--- src/rtl/icap_select_ctrl.sv ---
// Tube-side design-select register, DIP-switch debounce and ICAP reconfiguration
// request sequencer; all host signals are sampled into the fastclk domain.
module icap_select_ctrl #(
  parameter int                     DESIGN_BITS = 5,
  parameter int                     NUM_SW      = 4,
  parameter logic [2:0]             SEL_ADDR    = 3'b110,
  parameter logic [DESIGN_BITS-1:0] HW_DESIGN   = 5'b10000,
  parameter int                     DEBOUNCE    = 1024
) (
  input  logic                   fastclk,
  input  logic                   rst,
  input  logic [2:0]             h_addr,
  input  logic                   h_cs_b,
  input  logic [7:0]             h_data,
  input  logic                   h_phi2,
  input  logic                   h_rdnw,
  input  logic                   h_rst_b,
  input  logic [NUM_SW-1:0]      sw_in,
  input  logic [NUM_SW-1:0]      pwr_sw,
  input  logic                   initialized,
  input  logic                   reconfig_ack,
  output logic [DESIGN_BITS-1:0] design_num,
  output logic                   reconfig_req,
  output logic                   p_rst_b,
  output logic [7:0]             status
);

  localparam int                CNT_W   = $clog2(DEBOUNCE + 1);
  localparam logic [CNT_W-1:0] DEB_MAX = CNT_W'(DEBOUNCE);

  typedef enum logic [1:0] {IDLE = 2'd0, ARMED = 2'd1, ISSUE = 2'd2, DONE = 2'd3} state_t;

  state_t state_reg, state_next;

  logic phi2_s1, phi2_s2, phi2_prev;
  logic cs_s1, cs_s2, rdnw_s1, rdnw_s2, rst_b_s1, rst_b_s2;
  logic [2:0] addr_reg, hold_addr;
  logic [7:0] data_reg, hold_data;
  logic hold_cs, hold_rdnw;
  logic wr_stb, host_wr;

  logic [DESIGN_BITS-1:0] sel_num, effective;
  logic sw_pending, hw_pending;
  logic [NUM_SW-1:0] sw_prev;
  logic [CNT_W-1:0] cnt;

  always_ff @(posedge fastclk) begin
    if (rst) begin
      phi2_s1   <= 1'b0; phi2_s2 <= 1'b0; phi2_prev <= 1'b0;
      cs_s1     <= 1'b1; cs_s2   <= 1'b1;
      rdnw_s1   <= 1'b1; rdnw_s2 <= 1'b1;
      rst_b_s1  <= 1'b1; rst_b_s2 <= 1'b1;
      addr_reg  <= '0;   data_reg <= '0;
      hold_addr <= '0;   hold_data <= '0;
      hold_cs   <= 1'b1; hold_rdnw <= 1'b1;
    end else begin
      phi2_s1   <= h_phi2;  phi2_s2  <= phi2_s1; phi2_prev <= phi2_s2;
      cs_s1     <= h_cs_b;  cs_s2    <= cs_s1;
      rdnw_s1   <= h_rdnw;  rdnw_s2  <= rdnw_s1;
      rst_b_s1  <= h_rst_b; rst_b_s2 <= rst_b_s1;
      addr_reg  <= h_addr;  data_reg <= h_data;
      // The bus is stable throughout phi2 high; the last copy is what gets decoded.
      if (phi2_s2) begin
        hold_addr <= addr_reg;
        hold_data <= data_reg;
        hold_cs   <= cs_s2;
        hold_rdnw <= rdnw_s2;
      end
    end
  end

  assign wr_stb  = phi2_prev & ~phi2_s2;
  assign host_wr = wr_stb & ~hold_cs & ~hold_rdnw & (state_reg != DONE);

  always_ff @(posedge fastclk) begin
    if (rst) begin
      p_rst_b    <= 1'b1;
      sel_num    <= '0;
      sw_pending <= 1'b0;
    end else if (host_wr) begin
      if (hold_addr == 3'd0) begin
        if (hold_data[7] && hold_data[6]) p_rst_b <= 1'b1;
        else if (hold_data[5])            p_rst_b <= ~hold_data[7];
      end
      if (hold_addr == SEL_ADDR) begin
        sel_num    <= hold_data[DESIGN_BITS-1:0];
        sw_pending <= 1'b1;
      end
    end
  end

  // Switch debounce: count only while the switches are steady and away from power-up value.
  always_ff @(posedge fastclk) begin
    if (rst) begin
      sw_prev    <= '0;
      cnt        <= '0;
      hw_pending <= 1'b0;
    end else begin
      sw_prev <= sw_in;
      if (state_reg != DONE) begin
        if (!initialized || sw_in != sw_prev || sw_in == pwr_sw) cnt <= '0;
        else if (cnt != DEB_MAX)                                 cnt <= cnt + CNT_W'(1);
        if (initialized && sw_in == pwr_sw && (state_reg == IDLE || state_reg == ARMED))
          hw_pending <= 1'b0;
        else if (initialized && cnt == DEB_MAX)
          hw_pending <= 1'b1;
      end
    end
  end

  assign effective = hw_pending ? HW_DESIGN : sel_num;

  always_comb begin
    state_next = state_reg;
    case (state_reg)
      IDLE:    if (hw_pending || sw_pending) state_next = ARMED;
      ARMED: begin
        if (!(hw_pending || sw_pending))   state_next = IDLE;
        else if (!p_rst_b || !rst_b_s2)    state_next = ISSUE;
      end
      ISSUE:   if (reconfig_ack) state_next = DONE;
      default: state_next = DONE;
    endcase
  end

  always_ff @(posedge fastclk) begin
    if (rst) begin
      state_reg    <= IDLE;
      reconfig_req <= 1'b0;
      design_num   <= '0;
    end else begin
      state_reg    <= state_next;
      reconfig_req <= (state_next == ISSUE);
      if (state_reg == ARMED && state_next == ISSUE) design_num <= effective;
    end
  end

  assign status = {state_reg, hw_pending, sw_pending, design_num[3:0]};

endmodule

--- config.mk ---
export PLATFORM = sky130hd
export DESIGN_NAME = icap_select_ctrl
export DESIGN_NICKNAME = d
export VERILOG_FILES = /design/src/rtl/icap_select_ctrl.sv
export SDC_FILE = /design/constraint.sdc
export NUM_CORES = 1
export LEC_CHECK = 0
export CORE_ASPECT_RATIO = 1.25
export CORE_MARGIN = 2
export CORE_UTILIZATION = 52
export CTS_CLUSTER_SIZE = 25
export DETAILED_ROUTE_END_ITERATION = 10
export GPL_ROUTABILITY_DRIVEN = 0
export PLACE_DENSITY = 0.79
export SYNTH_ARGS = -nofsm -noshare
export SYNTH_HDL_FRONTEND = slang
export SYNTH_SLANG_ARGS = --single-unit
export TNS_END_PERCENT = 1
--- constraint.sdc ---
create_clock -name fastclk -period 1.9 [get_ports fastclk]
set_input_delay 0.285 -clock fastclk [delete_from_list [all_inputs] [get_ports fastclk]]
set_output_delay 0.285 -clock fastclk [all_outputs]
set_load 0.005 [all_outputs]
Yosys cells after proc, flatten, opt, wreduce, memory -nomap -nowiden
Index checks and enable logic that the tools add are counted.
{"block": "word_totals", "ff_bits": 64, "input_bits": 27, "output_inout_bits": 15, "elab_cells": 76}
{"block": "op_classes", "add_sub_neg": 1, "n_eq_ne": 9, "muxes": 12, "bitwise": 8, "n_reduce_logical": 22}
{"op": "$mux 11", "count": 2}
{"op": "$add 11x1->11 const B", "count": 1}
{"op": "$eq 11x11->1 const B", "count": 1}
{"op": "$ne 11x11->1 const B", "count": 1}
{"op": "$mux 2", "count": 4}
{"op": "$pmux 2 s3", "count": 1}
{"op": "$reduce_and 2->1", "count": 3}
{"op": "$reduce_bool 2->1", "count": 3}
{"op": "$logic_and 1x1->1", "count": 5}
{"op": "$logic_or 1x1->1", "count": 5}
{"op": "$mux 5", "count": 1}
{"op": "$and 1x1->1", "count": 4}
{"op": "$eq 2x2->1 const B", "count": 2}
{"op": "$eq 4x4->1", "count": 1}
{"op": "$mux 1", "count": 4}
{"op": "$ne 4x4->1", "count": 1}
{"op": "$not 1->1", "count": 4}
{"op": "$eq 3x3->1 const B", "count": 1}
{"op": "$logic_not 1->1", "count": 3}
{"op": "$logic_not 3->1", "count": 1}
{"op": "$reduce_and 3->1", "count": 1}
{"op": "$eq 2x1->1 const B", "count": 1}
{"op": "$logic_not 2->1", "count": 1}
{"op": "$ne 2x2->1 const B", "count": 1}

Longest topological paths before layout
Gate-level depths: netlist of the first run.
{"block": "logic_depth", "word_depth": 7, "mapped_depth": 7, "depth_no_buf": 6}

Worst setup path before layout of the first run
OpenSTA, ideal clock, no wires.
{"block": "synth_path", "path_type": "register to register", "startpoint": "register cnt[0]", "endpoint": "register cnt[10]", "setup_time_ns": 0.122, "t_arrival_ns": 1.504, "t_required_ns": 1.778, "path_slack_ns": 0.274, "stages_incl_launch_ff": 7, "n_path_buf": 0, "period_less_slack_ns": 1.626, "path_cell_list": "dfxtp_1 -> inv_1 -> ha_1 -> and4b_1 -> nor4b_2 -> or2_1 -> a221o_1"}
{"block": "synth_via", "elab_chain_cells": 3, "elab_cells_between_ends": 6, "classes_between": "add/sub: 1; eq/ne: 1; mux: 2; reduce/logical: 2"}
{"element": "from (decl)", "line": "45", "text": "logic [CNT_W-1:0] cnt;"}
{"element": "from (signal assigned)", "line": "102", "text": "else if (cnt != DEB_MAX) cnt <= cnt + CNT_W'(1);"}
{"element": "$add 11x1->11 or $ne 11x11->1 (tied branches)", "line": "102"}
{"element": "$mux 11 or $reduce_bool 2->1 (tied branches)"}
{"element": "$mux 11 or $reduce_and 2->1 (tied branches)"}
Parallel ways exist; a longest one is shown, timed or not. The select of a mux whose other input is x is not followed.
A chain may end at the register's enable or synchronous reset.

Final worst setup path of the first run
{"block": "layout_path", "startpoint": "register cnt[2]", "endpoint": "register cnt[8]"}
The elaborated chain is that of the path after synthesis.

==> results of run 1 <==
[placed cells by master, fill, tap and decap left out, types with 2 or more instances in the layout]
| cell type | n |
|---|---|
| o21ai_1 | 2 |
| ha_1 | 2 |
| nor4b_1 | 2 |
| and3_1 | 6 |
| a21oi_1 | 10 |
| a31oi_1 | 6 |
| or2_2 | 7 |
| nand2b_1 | 5 |
| inv_1 | 5 |
| nand3b_1 | 5 |
| clkinvlp_4 | 3 |
| a41oi_1 | 3 |
| clkdlybuf4s50_1 | 40 |
| buf_4 | 14 |
| mux2i_1 | 19 |
| dfxtp_1 | 64 |
| xor2_1 | 4 |
| nor3_1 | 2 |
| nand3_1 | 8 |
| xnor2_1 | 4 |
| a211o_1 | 3 |
| a211oi_1 | 3 |
| nand2_1 | 14 |
| clkbuf_8 | 10 |
| nor2b_1 | 20 |
| nor2_1 | 26 |
| clkinv_2 | 2 |
| nor4_1 | 2 |
[timing repair]
| action | 4_1_cts | 5_1_grt |
|---|---|---|
| hold buffers | 0 | 0 |
| setup endpoints to repair | 0 | 10 |
| resized for setup | 0 | 2 |
[path summary, 6_finish.rpt]
kind                                from     endpoint  slack, ns  cells after the start
worst min register to register  rst_b_s1     rst_b_s2       0.41                      1
worst max register to register    cnt[2]       cnt[8]       0.02                      7
worst max-delay path              cnt[2]       cnt[8]       0.02                      7
worst min-delay path                 rst  addr_reg[1]       0.37                      3
[cell families (layout without fill, tap and decap cells)]
group / after synthesis / in the layout / share of synthesized area [%]
AND/OR/NAND/NOR: 105 / 105 / 24.0
flip-flops: 64 / 64 / 52.0
AO/OA/AOI/OAI: 31 / 31 / 8.27
buffers and inverters: 21 / 76 / 4.21
multiplexers: 19 / 19 / 7.71
XOR/XNOR: 8 / 8 / 2.84
adder cells (fa/ha/maj): 2 / 2 / 1.01
[layout make-up]
type | instances | area (µm²) | share of cell area (%)
clock inverter | 5 | 32.5 | 1.03
timing repair buffer | 55 | 510 | 16.2
multi-input combinational | 165 | 1090 | 34.6
inverter | 5 | 18.8 | 0.596
clock buffer | 11 | 141 | 4.49
sequential | 64 | 1280 | 40.7
tap | 60 | 75.1 | 2.38
[cell usage after synthesis, types with 2 or more instances]
cell | number | share of area [%]
nand2_1 | 14 | 2.1
mux2i_1 | 19 | 7.7
buf_4 | 6 | 1.8
a211o_1 | 3 | 1.1
nor2b_1 | 20 | 5.1
and3_1 | 6 | 1.5
buf_2 | 2 | 0.41
nor2_1 | 26 | 4.0
a211oi_1 | 3 | 0.91
nor3_1 | 3 | 0.61
o21ai_1 | 2 | 0.41
a21oi_1 | 10 | 2.0
a31oi_1 | 6 | 1.5
nand2b_1 | 5 | 1.3
nand3b_1 | 5 | 1.5
ha_1 | 2 | 1.0
inv_1 | 5 | 0.76
a41oi_1 | 3 | 1.1
dfxtp_1 | 64 | 52
or2_2 | 7 | 1.8
clkbuf_1 | 7 | 1.1
nor4b_1 | 2 | 0.71
xnor2_1 | 4 | 1.4
xor2_1 | 4 | 1.4
nand3_1 | 8 | 1.6
nor4_1 | 2 | 0.51
[power by group]
| part | internal, mW | leakage, nW | switching [mW] | total, mW |
|---|---|---|---|---|
| registers | 1.37 | 0.522 | 0.0113 | 1.39 |
| logic | 0.0947 | 0.575 | 0.0626 | 0.157 |
| clock network | 0.503 | 0.0813 | 0.489 | 0.992 |
[metal layers]
metal,wire length (µm),vias up,global-route usage (%)
met3,210,5,6.37
met5,0,-,0
met4,55,0,7.50
met2,2220,41,31.2
li1,-,955,-
met1,1920,865,19.7
[worst max-delay path: stages (launching register included)]
cell and delay [ns]:
dfxtp_1 0.36, nor4b_1 0.36, and4b_1 0.31, nor4b_2 0.24, buf_4 0.16, nor2_1 0.05, buf_4 0.16, a31oi_1 0.16
==> results.txt, run 1 <==
----------------------------------------------------
[Logic synthesis]
  Yosys warning count ... 0
  #FFs+latches synth ... 64
  Most used flip-flop cell after synthesis ... dfxtp_1
  Syn Area/Cell ... just under 10 µm²
  Post-synth net total ... about 280
  Register area share after synthesis ... ~52%
  Async set-reset flop share out of synthesis ... 0%
  Number of distinct library cells after synthesis ... 38
  Area of the mapped netlist ... about 2500 µm²
  Synthesized instance count ... 250
  Number of enable-type register cells in the synthesized netlist ... 0

[Timing]
  Count of final max-slew check failures ... 0
  RSZ-0062 raised after global routing ... yes
  Final hold violation count ... 0
  Crit path setup slack, layout ... 0.0221 ns
  Total setup violations reported at the end of the flow ... 0
  Worst slew margin relative to its limit ... slightly above 70%
  Hold Slack ... between 0.3 and 0.4 ns
  Maximum clock frequency ... between 500 and 600 MHz
  Final TNS setup ... 0 ns
  Final worst path period need ... about 1.9 ns
  Period utilization ... slightly below 100%
  Max Clock Skew ... about 0.0035 ns
  Worst slew pin tran ... approximately 0.42 ns

[Finish]
  Area growth from synthesis to layout ... 27.8%
  Layout Utilization ... 67.6%
  Layout Cells excl Fill ... about 370
  Flip-flop count of the largest register, all copies and words added ... 11
  Layout Cell Area excl Fill ... between 3000 and 4000 µm²
  Fraction of layout cells with a size suffix above 1 ... between 10 and 15%
  FILL cells ... 394
  Ant diodes ... 0
  Nets ... approximately 330

[Global route]
  Number of global-route vias before repair ... ~1,700
  Congestion Overflow GR ... 0
  Total routing usage reported by global routing ... about 18%
  Antenna violations before repair ... 0
  Pin count of the biggest net entering global routing ... 38
  Wire length of the first global-routing pass ... 7160 µm

[Hold path]
  Min-Delay Path Class ... primary input to flip-flop

[Power and ir drop]
  Static Leakage ... between 1 and 1.5 nW
  PD cells ... between 800 and 900 nW/µm²
  IR drop worst, VDD ... 0.000516 V
  Tot Pwr ... around 2.5 mW

[Outcome]
  Run status ... complete, no violations

[CTS]
  CTS HTree Levels ... 3
  Clock sink count ... 64
  Post-CTS repair timing setup buffer count ... 0
  Clock tree from TritonCTS ... built
  TritonCTS Buffers ... 9
  Cell chosen for the clock root ... clkbuf_8
  Post-CTS clock slew at the launch and capture registers of the worst setup and hold paths ... ~0.07 ns
  Number of buffers on the longest clock path ... 2
  Skew-Pair Late Insertion Delay ... 0.33 ns

[Setup path]
  Data arrival at the endpoint of the critical path ... between 2 and 2.5 ns
  Type of element launching the critical path ... flip-flop
  Start-to-end type of the worst setup path ... flip-flop to flip-flop
  Crit path required time ... between 2 and 2.5 ns
  Largest fanout of any net on the critical path ... 6
  CP endpoint kind ... flip-flop

[Detailed routing]
  Final routed wire length divided by cell count ... 12.1 µm
  Number of nets with antenna violations after detailed routing ... 0
  Starting DRC count in detailed routing ... just under 70
  DRC viols ... 0
  Wire length reported by the detailed router ... 4410 µm
  Via count of the routed design ... 1,866
  Number of detailed-routing iterations run before antenna repair ... 4
  Vias per cell ... about 5.1

[Die]
  IO Count ... between 40 and 50
  Die boundary width ... around 66 µm
  Chip height ... 81.0 µm
  Total number of placement rows ... 28
  DIE AREA ... 5310 µm²
  Initial core utilization ... a little over half
  Placeable core area ... around 4700 µm²

[Placement]
  Total of buffers placed on input and output ports ... between 40 and 50
  Placed insts ... 349
  Worst slack, placed ... -0.359 ns
  Cell Area, Placed ... between 2000 and 3000 µm²
  Final HPWL from detailed placement ... 3140 µm

[Run]
  # Max-Cap Violations ... 0

----------------------------------------------------
Power figures use the tool's default switching activity.
==> run 2: changes to the inputs <==
--- a/config.mk
+++ b/config.mk
@@ -6,7 +6,7 @@
 export NUM_CORES = 1
 export LEC_CHECK = 0
 export CORE_ASPECT_RATIO = 1.25
-export CORE_MARGIN = 2
+export CORE_MARGIN = 1.5
 export CORE_UTILIZATION = 52
 export CTS_CLUSTER_SIZE = 25
 export DETAILED_ROUTE_END_ITERATION = 10
==> run 2 against run 1 <==
  * Register-to-register slack improved by 0.098 ns
  * Sequential power is essentially flat
  * Critical path type is now primary input to flip-flop
  * Sequential share of layout area is 0.77 points lower
  * Non-clock buffer count stayed put
  * Design area up 2.0%
  * Routed wire length is 2.3% higher
==> results.txt, run 2 (same netlist as run 1, synthesis figures left out) <==
----------------------------------------------------
[Setup path]
  Data arrival at the endpoint of the critical path ... 2.04 ns
  Crit path required time ... around 2.1 ns
  Start-to-end type of the worst setup path ... primary input to flip-flop
  Type of element launching the critical path ... primary input
  CP endpoint kind ... flip-flop
  Largest fanout of any net on the critical path ... 4

[Finish]
  Reg area ... roughly 1300 µm²
  Ant diodes ... 0
  FILL cells ... ~330
  Fraction of layout cells with a size suffix above 1 ... roughly 14%
  Nets ... roughly 330
  Layout Cell Area excl Fill ... ~3200 µm²
  Leading cell types in the layout, fill and taps excluded ... 63 x dfxtp_1, 36 x clkdlybuf4s50_1, 26 x nor2_1
  Multi-input gate area in the final layout ... between 1000 and 1500 µm²
  Commonest non-fill, non-tap cell in the layout ... dfxtp_1
  Area growth from synthesis to layout ... 30.3%
  Flip-flop count of the largest register, all copies and words added ... 11

[Detailed routing]
  Wire length reported by the detailed router ... 4510 µm
  Number of nets with antenna violations after detailed routing ... 0
  Vias per cell ... between 5 and 6
  DRC viols ... 0
  Final routed wire length divided by cell count ... between 10 and 15 µm
  Number of detailed-routing iterations run before antenna repair ... 4
  Starting DRC count in detailed routing ... a little under 60
  Via count of the routed design ... 1,871

[Global route]
  Congestion Overflow GR ... 0
  Number of global-route vias before repair ... between 1,500 and 2,000
  Total routing usage reported by global routing ... roughly a fifth
  Pin count of the biggest net entering global routing ... 40
  Wire length of the first global-routing pass ... between 7000 and 8000 µm
  Antenna violations before repair ... 0

[CTS]
  Cts hold-fix bufs ... 0
  Number of buffers on the longest clock path ... 2
  Post-CTS clock slew at the launch and capture registers of the worst setup and hold paths ... 0.06 ns
  Cell chosen for the clock root ... clkbuf_8
  Clock tree from TritonCTS ... built
  CTS HTree Levels ... 3
  Skew-Pair Late Insertion Delay ... approximately 0.34 ns
  TritonCTS Buffers ... 9
  Clock sink count ... 64

[Die]
  Initial core utilization ... a little over half
  Die boundary width ... about 65 µm
  Total number of placement rows ... 27
  Chip height ... approximately 80 µm
  IO Count ... 42
  DIE AREA ... 5170 µm²
  Placeable core area ... 4490 µm²

[Power and ir drop]
  Internal portion of total power ... approximately 2.2 mW
  Combinational fraction of design power ... roughly 5.7%
  IR drop worst, VDD ... ~0.0005 V
  Power share of the sequential group ... 49.7%
  Clock network fraction of design power ... ~45%
  Fraction of power spent switching nets ... 20.1%
  PD cells ... a little under 900 nW/µm²
  Net Sw Power ... between 0.5 and 0.6 mW
  Static Leakage ... about 1.2 nW

[Timing]
  Final hold violation count ... 0
  Maximum clock frequency ... between 500 and 600 MHz
  Total setup violations reported at the end of the flow ... 0
  Worst slew margin relative to its limit ... about two thirds
  Period utilization ... a little over nine tenths
  Count of final max-slew check failures ... 0
  RSZ-0062 raised after global routing ... yes
  Hold Slack ... between 0.2 and 0.3 ns
  Final worst path period need ... about 1.8 ns
  Worst slew pin tran ... 0.484 ns
  Max Clock Skew ... 0.00402 ns

[Placement]
  Cell Area, Placed ... between 2000 and 3000 µm²
  Total of buffers placed on input and output ports ... a little over 40
  Final HPWL from detailed placement ... 3100 µm

[Hold path]
  Min-Delay Path Class ... primary input to flip-flop

[Outcome]
  Run status ... complete, no violations

[Run]
  # Max-Cap Violations ... 0

----------------------------------------------------
run 2: worst max-delay path: stages:
cell and delay [ns]:
clkdlybuf4s50_1 0.41, xor2_1 0.18, nor4_4 0.51, nor4b_4 0.08
or2_1 0.24, a221o_1 0.34
run 2: path summary, 6_finish.rpt:
path / slack, ns / from / end / cells past startpoint
worst max-delay path: 0.08 / pwr_sw[3] / cnt[10] / 6
worst min-delay path: 0.26 / sw_in[3] / sw_prev[3] / 2
worst max register to register: 0.12 / cnt[0] / cnt[10] / 6
worst min register to register: 0.41 / rdnw_s1 / rdnw_s2 / 1
run 2: power groups by stage:
stage / Sequential (mW) / Clock [mW] / Combinational, mW
finish: 1.39 / 1.24 / 0.160
global route: 1.39 / 1.32 / 0.175
CTS: 1.39 / 1.25 / 0.159
detailed placement: 1.42 / 0 / 0.158
global placement: 1.42 / 0 / 0.154
floorplan: 1.41 / 0 / 0.0797
run 2: final cells by class:
cell class                 instances  area share [%]
multi-input combinational        165            34.6
inverter                           5           0.584
clock inverter                     3            2.10
clock buffer                      11            4.40
sequential                        64            39.9
tap                               58            2.26
timing repair buffer              55            16.2
run 2: per-layer routing:
metal	GRT usage [%]	wire, µm
met5	0	0
met4	11.5	116
met1	22.5	2000
met3	6.49	195
met2	31.7	2200
run 2: metrics by stage:
stage	utilization, %	TNS, ns	cells	total power [mW]	setup slack [ns]
4_1_cts	70.7	0	361	2.80	0.0493
2_1_floorplan	-	0	250	1.49	0.274
3_3_place_gp	66.0	-2.50	347	1.57	-0.331
3_5_place_dp	66.0	-2.95	347	1.57	-0.362
5_1_grt	71.5	-0.149	361	2.89	-0.0637
6_report	71.5	0	361	2.79	0.0825
run 2: what timing repair did:
action / CTS / global route
resized for setup: 1 / 9
setup endpoints to repair: 2 / 8
pin swaps: 0 / 2
buffers inserted: 0 / 0
==> run 3: changes to the inputs <==
--- a/config.mk
+++ b/config.mk
@@ -11,6 +11,7 @@
 export CTS_CLUSTER_SIZE = 25
 export DETAILED_ROUTE_END_ITERATION = 10
 export GPL_ROUTABILITY_DRIVEN = 0
+export HOLD_SLACK_MARGIN = 0.05
 export PLACE_DENSITY = 0.79
 export SYNTH_ARGS = -nofsm -noshare
 export SYNTH_HDL_FRONTEND = slang
==> results of run 3 <==
Same layout as run 2: the final DEF is identical, and so are final timing and power.
